`src/rtl/div_pkg.sv`:
```
// div_pkg: shared FSM state type, default width and most-negative constant for the divider
package div_pkg;
  typedef enum logic [1:0] {IDLE, CALC, FIX, DONE} div_state_t;
  localparam int DIV_WIDTH = 64;
  localparam logic [DIV_WIDTH-1:0] DIV_MIN = {1'b1, {(DIV_WIDTH-1){1'b0}}};
endpackage

```
`src/rtl/div_sign_fix.sv`:
```
// div_sign_fix: conditional two's-complement negate (neg -> out_v = -in_v, else out_v = in_v)
module div_sign_fix #(parameter int WIDTH = 64) (
  input  logic             neg,
  input  logic [WIDTH-1:0] in_v,
  output logic [WIDTH-1:0] out_v
);
  assign out_v = neg ? -in_v : in_v;
endmodule

```
`src/rtl/div_unit_64bit.sv`:
```
// div_unit_64bit: restoring divider (clk/reset/start/Is_signed/Dividend/Divisor in; busy/done/Quotient/Remainder/Div_by_zero out)
module div_unit_64bit
  import div_pkg::*;
#(parameter int WIDTH = DIV_WIDTH) (
  input  logic             clk,
  input  logic             reset,
  input  logic             start,
  input  logic             Is_signed,
  input  logic [WIDTH-1:0] Dividend,
  input  logic [WIDTH-1:0] Divisor,
  output logic             busy,
  output logic             done,
  output logic [WIDTH-1:0] Quotient,
  output logic [WIDTH-1:0] Remainder,
  output logic             Div_by_zero
);
  localparam int CW = $clog2(WIDTH + 1);
  localparam logic [WIDTH-1:0] MIN_V = {1'b1, {(WIDTH-1){1'b0}}};
  div_state_t state_q, state_d;
  logic [WIDTH-1:0] quo_q, quo_d, rem_q, rem_d, dvs_q, dvs_d;
  logic [CW-1:0] cnt_q, cnt_d;
  logic q_neg_q, q_neg_d, r_neg_q, r_neg_d, dbz_q, dbz_d;
  logic [WIDTH-1:0] abs_a, abs_b, q_fix, r_fix;
  logic [WIDTH:0] trial;
  logic [WIDTH+1:0] diff;
  logic ovf, unused_ok;
  div_sign_fix #(.WIDTH(WIDTH)) u_abs_a (.neg(Is_signed & Dividend[WIDTH-1]), .in_v(Dividend), .out_v(abs_a));
  div_sign_fix #(.WIDTH(WIDTH)) u_abs_b (.neg(Is_signed & Divisor[WIDTH-1]), .in_v(Divisor), .out_v(abs_b));
  div_sign_fix #(.WIDTH(WIDTH)) u_fix_q (.neg(q_neg_q), .in_v(quo_q), .out_v(q_fix));
  div_sign_fix #(.WIDTH(WIDTH)) u_fix_r (.neg(r_neg_q), .in_v(rem_q), .out_v(r_fix));
  assign trial = {rem_q, quo_q[WIDTH-1]};
  assign diff = {1'b0, trial} + {1'b0, ~{1'b0, dvs_q}} + (WIDTH+2)'(1);
  assign unused_ok = diff[WIDTH];
  assign ovf = Is_signed && Dividend == MIN_V && Divisor == '1;
  assign busy = state_q != IDLE;
  assign done = state_q == DONE;
  assign Quotient = quo_q;
  assign Remainder = rem_q;
  assign Div_by_zero = dbz_q;
  always_comb begin
    state_d = state_q;
    quo_d = quo_q;
    rem_d = rem_q;
    dvs_d = dvs_q;
    cnt_d = cnt_q;
    q_neg_d = q_neg_q;
    r_neg_d = r_neg_q;
    dbz_d = dbz_q;
    case (state_q)
      IDLE: if (start) begin
        dbz_d = Divisor == '0;
        if (Divisor == '0) begin
          state_d = DONE;
          quo_d = '1;
          rem_d = Dividend;
        end else if (ovf) begin
          state_d = DONE;
          quo_d = Dividend;
          rem_d = '0;
        end else begin
          state_d = CALC;
          quo_d = abs_a;
          dvs_d = abs_b;
          rem_d = '0;
          cnt_d = CW'(WIDTH);
          q_neg_d = Is_signed & (Dividend[WIDTH-1] ^ Divisor[WIDTH-1]);
          r_neg_d = Is_signed & Dividend[WIDTH-1];
        end
      end
      CALC: begin
        quo_d = {quo_q[WIDTH-2:0], diff[WIDTH+1]};
        rem_d = diff[WIDTH+1] ? diff[WIDTH-1:0] : trial[WIDTH-1:0];
        cnt_d = cnt_q - 1'b1;
        state_d = cnt_q == CW'(1) ? FIX : CALC;
      end
      FIX: begin
        quo_d = q_fix;
        rem_d = r_fix;
        state_d = DONE;
      end
      default: state_d = IDLE;
    endcase
  end
  always_ff @(posedge clk) begin
    if (reset) begin
      state_q <= IDLE;
      quo_q <= '0;
      rem_q <= '0;
      dvs_q <= '0;
      cnt_q <= '0;
      q_neg_q <= 1'b0;
      r_neg_q <= 1'b0;
      dbz_q <= 1'b0;
    end else begin
      state_q <= state_d;
      quo_q <= quo_d;
      rem_q <= rem_d;
      dvs_q <= dvs_d;
      cnt_q <= cnt_d;
      q_neg_q <= q_neg_d;
      r_neg_q <= r_neg_d;
      dbz_q <= dbz_d;
    end
  end
endmodule

```
`config.mk`:
```
export PLATFORM = sky130hd
export DESIGN_NAME = div_unit_64bit
export DESIGN_NICKNAME = d
export VERILOG_FILES = /design/src/rtl/div_pkg.sv /design/src/rtl/div_sign_fix.sv /design/src/rtl/div_unit_64bit.sv
export SDC_FILE = /design/constraint.sdc
export NUM_CORES = 1
export LEC_CHECK = 0
export BUFFER_PORTS_ARGS = -buffer_cell sky130_fd_sc_hd__buf_2
export CORE_ASPECT_RATIO = 2
export CORE_UTILIZATION = 55
export DETAILED_ROUTE_END_ITERATION = 8
export HOLD_SLACK_MARGIN = 0.03
export PLACE_DENSITY = 0.77
export SLEW_MARGIN = 20
export SYNTH_ARGS = -nofsm -noshare
export SYNTH_HDL_FRONTEND = slang
export SYNTH_SLANG_ARGS = --single-unit
export TNS_END_PERCENT = 20
```
`constraint.sdc`:
```
create_clock -name clk -period 10.15 [get_ports clk]
set_input_delay 2.03 -clock clk [delete_from_list [all_inputs] [get_ports clk]]
set_output_delay 2.03 -clock clk [all_outputs]
set_load 0.01 [all_outputs]
```
Word-level counts from Yosys, hierarchy flattened
Cells that the tools add are included.
{"block": "totals", "regBits": 204, "in_bits": 132, "out_inout_bits": 131}
{"block": "classes", "add_sub_neg": 7, "eq_ne": 11, "mux": 21, "bitwise_logic": 7, "n_reduce_logical": 12}
{"cell": "64-bit 2-to-1 mux", "count": 10}
{"cell": "64-bit one-hot mux with 3 select lines", "count": 2}
{"cell": "64-bit negator", "count": 4}
{"cell": "64-bit equality test, second input constant", "count": 2}
{"cell": "65-bit by 65-bit adder with 66-bit output", "count": 1}
{"cell": "66-bit by 1-bit adder with 66-bit output, second input constant", "count": 1}
{"cell": "64-bit NOT with 65-bit output", "count": 1}
{"cell": "64-bit zero test", "count": 1}
{"cell": "7-bit 2-to-1 mux", "count": 3}
{"cell": "7-bit one-hot mux with 2 select lines", "count": 1}
{"cell": "2-bit != test, second input constant", "count": 5}
{"cell": "2-bit 2-to-1 mux", "count": 4}
{"cell": "4-bit AND reduction", "count": 2}
{"cell": "7-bit by 1-bit equality test with 1-bit output, second input constant", "count": 1}
{"cell": "7-bit by 1-bit subtractor with 7-bit output, second input constant", "count": 1}
{"cell": "2-bit one-hot mux with 3 select lines", "count": 1}
{"cell": "3-bit AND reduction", "count": 2}
{"cell": "2-bit equality test, second input constant", "count": 2}
{"cell": "2-bit nonzero test", "count": 2}
{"cell": "1-bit AND", "count": 3}
{"cell": "3-bit nonzero test", "count": 1}
{"cell": "2-bit by 1-bit equality test with 1-bit output, second input constant", "count": 1}
{"cell": "1-bit logical AND", "count": 2}
{"cell": "2-bit zero test", "count": 1}
{"cell": "3 further kinds", "count": 4}

Depth between registers and ports, before layout
Gate-level depths: netlist (run 1).
{"block": "depth", "ltp_word": 7, "ltp_mapped": 16}

Modules after synthesis
A second synthesis (run 1) with hierarchy kept.
{"block": "hier_totals", "hier_cells": 2815, "hier_area_um2": 20357.0}
{"mod": "div_unit_64bit", "instances": 1, "cells_per_inst": 2023, "area_each_um2": 14541.4, "seq_area_each_um2": 4083.9}
{"mod": "div_sign_fix", "instances": 4, "cells_per_inst": 198, "area_each_um2": 1453.9, "seq_area_each_um2": 0.0}

Least setup slack after synthesis (run 1)
OpenSTA, ideal clock, no wires.
{"block": "synth_timing", "kind": "input to register", "from": "input port Divisor[14]", "to": "register dvs_q[37]", "setup_ns": 0.086, "arrival_time_ns": 4.761, "slack_ns": 5.304, "cell_stages": 9, "path_buffers": 0, "path_cell_list": "or3_1 or4_1 nor3_4 nand2_1 or4_1 or4_1 o31ai_1 xor2_1 a211oi_1"}
{"block": "synth_via", "elab_chain_len": 4}
{"item": "from (decl)", "line_no": "div_unit_64bit.sv:10", "source": "input logic [WIDTH-1:0] Divisor,"}
{"item": "branches (longest 4 deep; another with 64-bit negator)"}
{"item": "to (signal assigned)", "line_no": "div_unit_64bit.sv:98", "source": "dvs_q <= dvs_d;"}
{"item": "to (decl)", "line_no": "div_unit_64bit.sv:20", "source": "logic [WIDTH-1:0] quo_q, quo_d, rem_q, rem_d, dvs_q, dvs_d;"}
Parallel ways; which one is timed is not known.
A chain may end at the register's enable or synchronous reset.

Final worst setup path (run 1)
{"block": "layout_timing", "from": "input port Divisor[14]", "to": "register rem_q[56], in the netlist Remainder[56]"}
{"block": "layout_via", "elab_chain_len": 4}
{"item": "64-bit zero test", "line_no": "div_unit_64bit.sv:52", "source": "if (Divisor == '0) begin"}
{"item": "64-bit 2-to-1 mux", "line_no": "div_unit_64bit.sv:52"}
{"item": "64-bit 2-to-1 mux", "line_no": "div_unit_64bit.sv:50", "source": "IDLE: if (start) begin"}
{"item": "64-bit one-hot mux with 3 select lines", "line_no": "div_unit_64bit.sv:49", "source": "case (state_q)"}
{"item": "to (signal assigned)", "line_no": "div_unit_64bit.sv:97", "source": "rem_q <= rem_d;"}
{"item": "to (decl)", "line_no": "div_unit_64bit.sv:20"}
No other way between the ends. The select of a mux whose other input is x is not followed.

==> results.tsv, run 1 <==
stage	metric	value	unit
hold_path	hold_path_class	flop to flop	
clocking	cts_buffer_depth	3	
hold_path	whs_path_depth	2	
critical_path	cp-end-kind	flop	
critical_path	cp.depth	10	
placed_design	place.gp.congestion	0.977	
synthesis	synthTopCellsByArea	dfxtp_1, xnor2_1, nand2_1, o21ai_0, a21oi_1	
critical_path	worst_ep_required_time	10570	ps
global_routing	grt_usage	0.407	
synthesis	synth_nets	3002	
drt	ant_nets	0	
clocking	cts_tree	done	
finish	multiInputGateArea	0.0145	mm2
sta	clock_skew	18.4	ps
synthesis	ys_seq_area_frac	0.207	
floorplan	dieHeight	270	um
finish	nFillCells	3382	
sta	fin_hold_ws	451	ps
placed_design	dp_hpwl	58.1	mm
sta	clock.fmax	163	MHz
clocking	cts_root_buf	clkbuf_16	
synthesis	synth_cells	2794	
critical_path	cp_num_buf_inv	2	
drt	drt-initial-drc-count	1630	
critical_path	critPathMostFrequentCell	or3_1	
drt	dr.pass1.iters	6	
floorplan	rows	97	
sta	setup_slack	4020	ps
synthesis	yosys.area.top_type	dfxtp_1	
sta	post-route-period-util	0.604	
sta	tns	0	ps
clocking	path_clk_slew	70	ps
floorplan	die_x	136	um
sta	slew_violations	0	
sta	worstMarginPinSlew	1080	ps
sta	setup_violations	0	
floorplan	design.core.area	0.0352	mm2
critical_path	r2r_cells	13	
flow_run	maxCapViolCount	0	
drt	drc_errors	0	
pwr	leakage	8.84	nW
finish	seq_area	0.00408	mm2
sta	rsz0062_at_grt	false	
clocking	cts_made_buffers	21	
global_routing	overflow	0	
drt	vias	22687	
floorplan	top_level_ports	263	
global_routing	grt_pass1_wl	117	mm
synthesis	ys_ff_latch	204	
synthesis	synth_top_area_frac	0.207	
clocking	hold_buffers	0	
synthesis	synth_area	0.0197	mm2
critical_path	path_cells	buf_2 > or3_1 > or4_1 > nor4_4 > a31oi_2 > buf_4 > or3_1 > nor2_1 > nand2_1 > o311ai_0	
critical_path	worstPathArrival	6550	ps
synthesis	ys_top_cells_by_count	nand2_1, nor2_1, o21ai_0	
drt	wl_per_cell	22.6	um
synthesis	avgSynthCellArea	7.05	um2
placed_design	io_buffers	262	
critical_path	path_delay_family	simple AND/OR/NAND/NOR gates	
clocking	clkLatencyLatePin	540	ps
clocking	cts.htree.levels	1	
global_routing	grt_pass1_vias	21739	
synthesis	synth_cell_type_count	94	
clocking	cts.sinks	204	
synthesis	synth_ff_type	dfxtp_1	
floorplan	die_area	0.0366	mm2
synthesis	yosysMostFrequentCell	nand2_1	
finish	drive_above_1_share	0.138	
sta	hold_viol	0	
sta	slew_headroom	0.278	
pwr	p_per_area	172	mW/mm2
critical_path	slowest_delay	850	ps
finish	area_growth	10.5	%
finish	nets	3134	
placed_design	pre_cts_slack	3670	ps
clocking	postCtsResizedCells	0	
synthesis	synth-async-reset-ratio	0	
synthesis	synth-edff-count	0	
synthesis	yosysWarningCount	0	
floorplan	start_util	0.560	
critical_path	critPathSlowestCell	nor2_1	
critical_path	critPathLaunchType	input pin	
critical_path	crit_type	input pin to flop	
global_routing	antenna_found_initial	3	
critical_path	path_max_fanout	23	
clocking	post_cts_buffers	0	
sta	final.min_clock_period	6130	ps
global_routing	grt_max_degree	95	
drt	viasPerCell	6.70	
drt	drt-total-wl	76.6	mm
pwr	peakVddDrop	0.141	mV
run_status	outcome	finished clean	
-- cell usage in the layout (no fill, tap or decap), types with 14 or more instances in the layout --
cell type	count
o21ai_0	238
xor2_1	87
ha_1	72
nand4_1	46
nor4_1	48
and3_1	18
a21oi_1	202
a31oi_1	55
nand3b_1	16
o31ai_1	40
a221o_1	17
nor2_1	267
nand2b_1	22
clkbuf_16	21
o311ai_0	15
nand2_1	334
xnor2_1	147
nand3_1	50
nor3_1	93
or4_1	29
o41ai_1	14
a22oi_1	16
buf_4	30
mux2i_1	17
dfxtp_1	204
inv_1	111
or3_1	30
mux2_2	23
a211oi_1	87
a221oi_1	40
buf_2	261
a21o_1	56
-- metrics by stage --
stage	util	power [W]	std cells	cell area (um2)
finish	0.619	0.00374	3386	21800
global route	0.619	0.00394	3386	21800
CTS	0.618	0.00370	3384	21800
detailed placement	0.598	0.00285	3348	21000
global placement	0.598	0.00282	3348	21000
floorplan	-	0.00232	2794	19700
-- state kept, by name, indices dropped and copies added, names as in the netlist --
register,count
Quotient,64
Remainder,64
dvs_q,64
cnt_q,7
state_q,2
Div_by_zero,1
q_neg_q,1
r_neg_q,1
-- worst reg2reg max path, stage by stage (launching register included) --
cell,delay (ps)
dfxtp_1,420
ha_1,470
nand4_1,200
nor3_1,540
nand2b_1,220
a2111oi_1,370
buf_4,210
o21ai_1,110
a21oi_1,400
a21o_2,690
buf_4,560
nand2_1,360
a2111oi_0,560
a211o_1,160
-- final timing paths --
kind	startpoint	to	slack (ps)
worst max-delay path	Divisor[14]	Remainder[56]$_SDFFE_PP0P_	4020
worst max register to register	Remainder[29]$_SDFFE_PP0P_	Remainder[59]$_SDFFE_PP0P_	4850
worst min-delay path	dvs_q[46]$_SDFFE_PP0P_	dvs_q[46]$_SDFFE_PP0P_	450
worst min register to register	dvs_q[46]$_SDFFE_PP0P_	dvs_q[46]$_SDFFE_PP0P_	450
-- layer usage --
| metal | track usage | vias to the layer above | wire length (um) |
|---|---|---|---|
| li1 | - | 10558 | - |
| met1 | 0.442 | 10445 | 27300 |
| met2 | 0.688 | 1315 | 36900 |
| met3 | 0.0568 | 369 | 5800 |
| met4 | 0.339 | 0 | 6680 |
| met5 | 0 | - | 0 |
-- power by group --
part / switching, W / total (W) / internal, W
sequential: 0.000149 / 0.00104 / 0.000893
combinational: 0.00115 / 0.00185 / 0.000702
clock: 0.000357 / 0.000849 / 0.000492
total: 0.00165 / 0.00374 / 0.00209
-- logic make-up (layout without fill, tap and decap cells) --
logic type / Yosys count / in the layout / share of synthesized area
AO/OA/AOI/OAI: 914 / 914 / 0.301
XOR/XNOR: 234 / 234 / 0.104
adder cells (fa/ha/maj): 76 / 76 / 0.0486
buffers and inverters: 294 / 439 / 0.0633
flip-flops: 204 / 204 / 0.207
multiplexers: 40 / 40 / 0.0218
other: 0 / 2 / 0
AND/OR/NAND/NOR: 1032 / 1032 / 0.254
-- final cells by class --
cell class                 instances  share of cell area
timing repair buffer             291              0.0703
clock inverter                     7             0.00517
tap                              445              0.0256
inverter                         112              0.0193
multi-input combinational       2296               0.664
sequential                       204               0.188
clock buffer                      29              0.0278
antenna                            2            0.000230
Power figures use the tool's default switching activity.
==> run 2, diff against run 1 <==
- ABC_AREA: unset -> 1
- PLACE_DENSITY: 0.77 -> 0.75
- clock period: 10.15 -> 6.16 ns (I/O delays scaled with it)
==> results.tsv, run 2 <==
stage	metric	value	unit	change
floorplan	start_util	0.557		-0.00305
clocking	cts.htree.levels	1		unchanged
synthesis	yosysMostFrequentCell	nand2_1		
clocking	cts_root_buf	clkbuf_16		
floorplan	rows	112		+15%
clocking	cts_buffer_depth	3		unchanged
run_status	outcome	stopped before the end		
synthesis	ys_top_cells_by_count	nand2_1, inv_1, nor2_1		
synthesis	ys_ff_latch	204		unchanged
floorplan	die_x	156	um	+15%
synthesis	synth-edff-count	0		unchanged
global_routing	grt_pass1_vias	34300		
placed_design	dp_hpwl	100	mm	+73%
global_routing	overflow	13		
synthesis	synthTopCellsByArea	nand2_1, dfxtp_1, inv_1, nor2_1, nand3_1		
synthesis	synth_ff_type	dfxtp_1		
synthesis	yosysWarningCount	0		unchanged
clocking	postCtsResizedCells	0		unchanged
synthesis	synth_cells	4957		+77%
synthesis	synth_cell_type_count	52		-45%
global_routing	grt_usage	0.576		
floorplan	dieHeight	309	um	+15%
synthesis	avgSynthCellArea	5.24	um2	-26%
clocking	hold_buffers	0		unchanged
placed_design	io_buffers	262		unchanged
run_status	toolErrorMsg	[ERROR GRT-0116] Global routing finished with congestion. Check the congestion regions in the DRC Viewer.		
global_routing	grt_pass1_wl	209	mm	
clocking	cts.sinks	204		unchanged
placed_design	place.gp.congestion	1.17		+20%
run_status	lastStage	global routing (5_1_grt)		
synthesis	synth_nets	5165		+72%
floorplan	top_level_ports	263		unchanged
synthesis	synth_area	0.0260	mm2	+32%
synthesis	synth_top_area_frac	0.240		+0.0330
clocking	cts_made_buffers	24		+14%
clocking	post_cts_buffers	0		unchanged
synthesis	ys_seq_area_frac	0.157		-0.0501
global_routing	grt_max_degree	80		
synthesis	yosys.area.top_type	nand2_1		
synthesis	synth-async-reset-ratio	0		unchanged
-- run 2: cell types whose count changed after synthesis, moves of 85 or more --
cell      previous run  this run
inv_1              112       721
a21oi_1            203       290
xnor2_1            147        53
a211oi_1            87         2
nor2_1             269       613
nand3_1             50       375
nand2_1            334      1663
-- run 2: per-layer routing --
metal | track usage | GRT overflow
met1 | 0.542 | 0
met2 | 0.900 | 8
met3 | 0.215 | 0
met4 | 0.676 | 5
met5 | 0.00414 | 0
-- run 2: through the flow --
step	utilization	instances	instance area, um2	worst slack [ps]	hold slack [ps]
floorplan	-	4957	26000	3120	430
global placement	0.590	5709	27500	324	443
detailed placement	0.590	5710	27500	961	455
CTS	0.608	5754	28400	1550	464
-- run 2: logic make-up after synthesis --
logic type,count (synthesis),share of synthesized area
buffers and inverters,922,0.140
adder cells (fa/ha/maj),76,0.0369
flip-flops,204,0.157
AND/OR/NAND/NOR,2979,0.483
multiplexers,3,0.00116
AO/OA/AOI/OAI,634,0.134
XOR/XNOR,139,0.0469
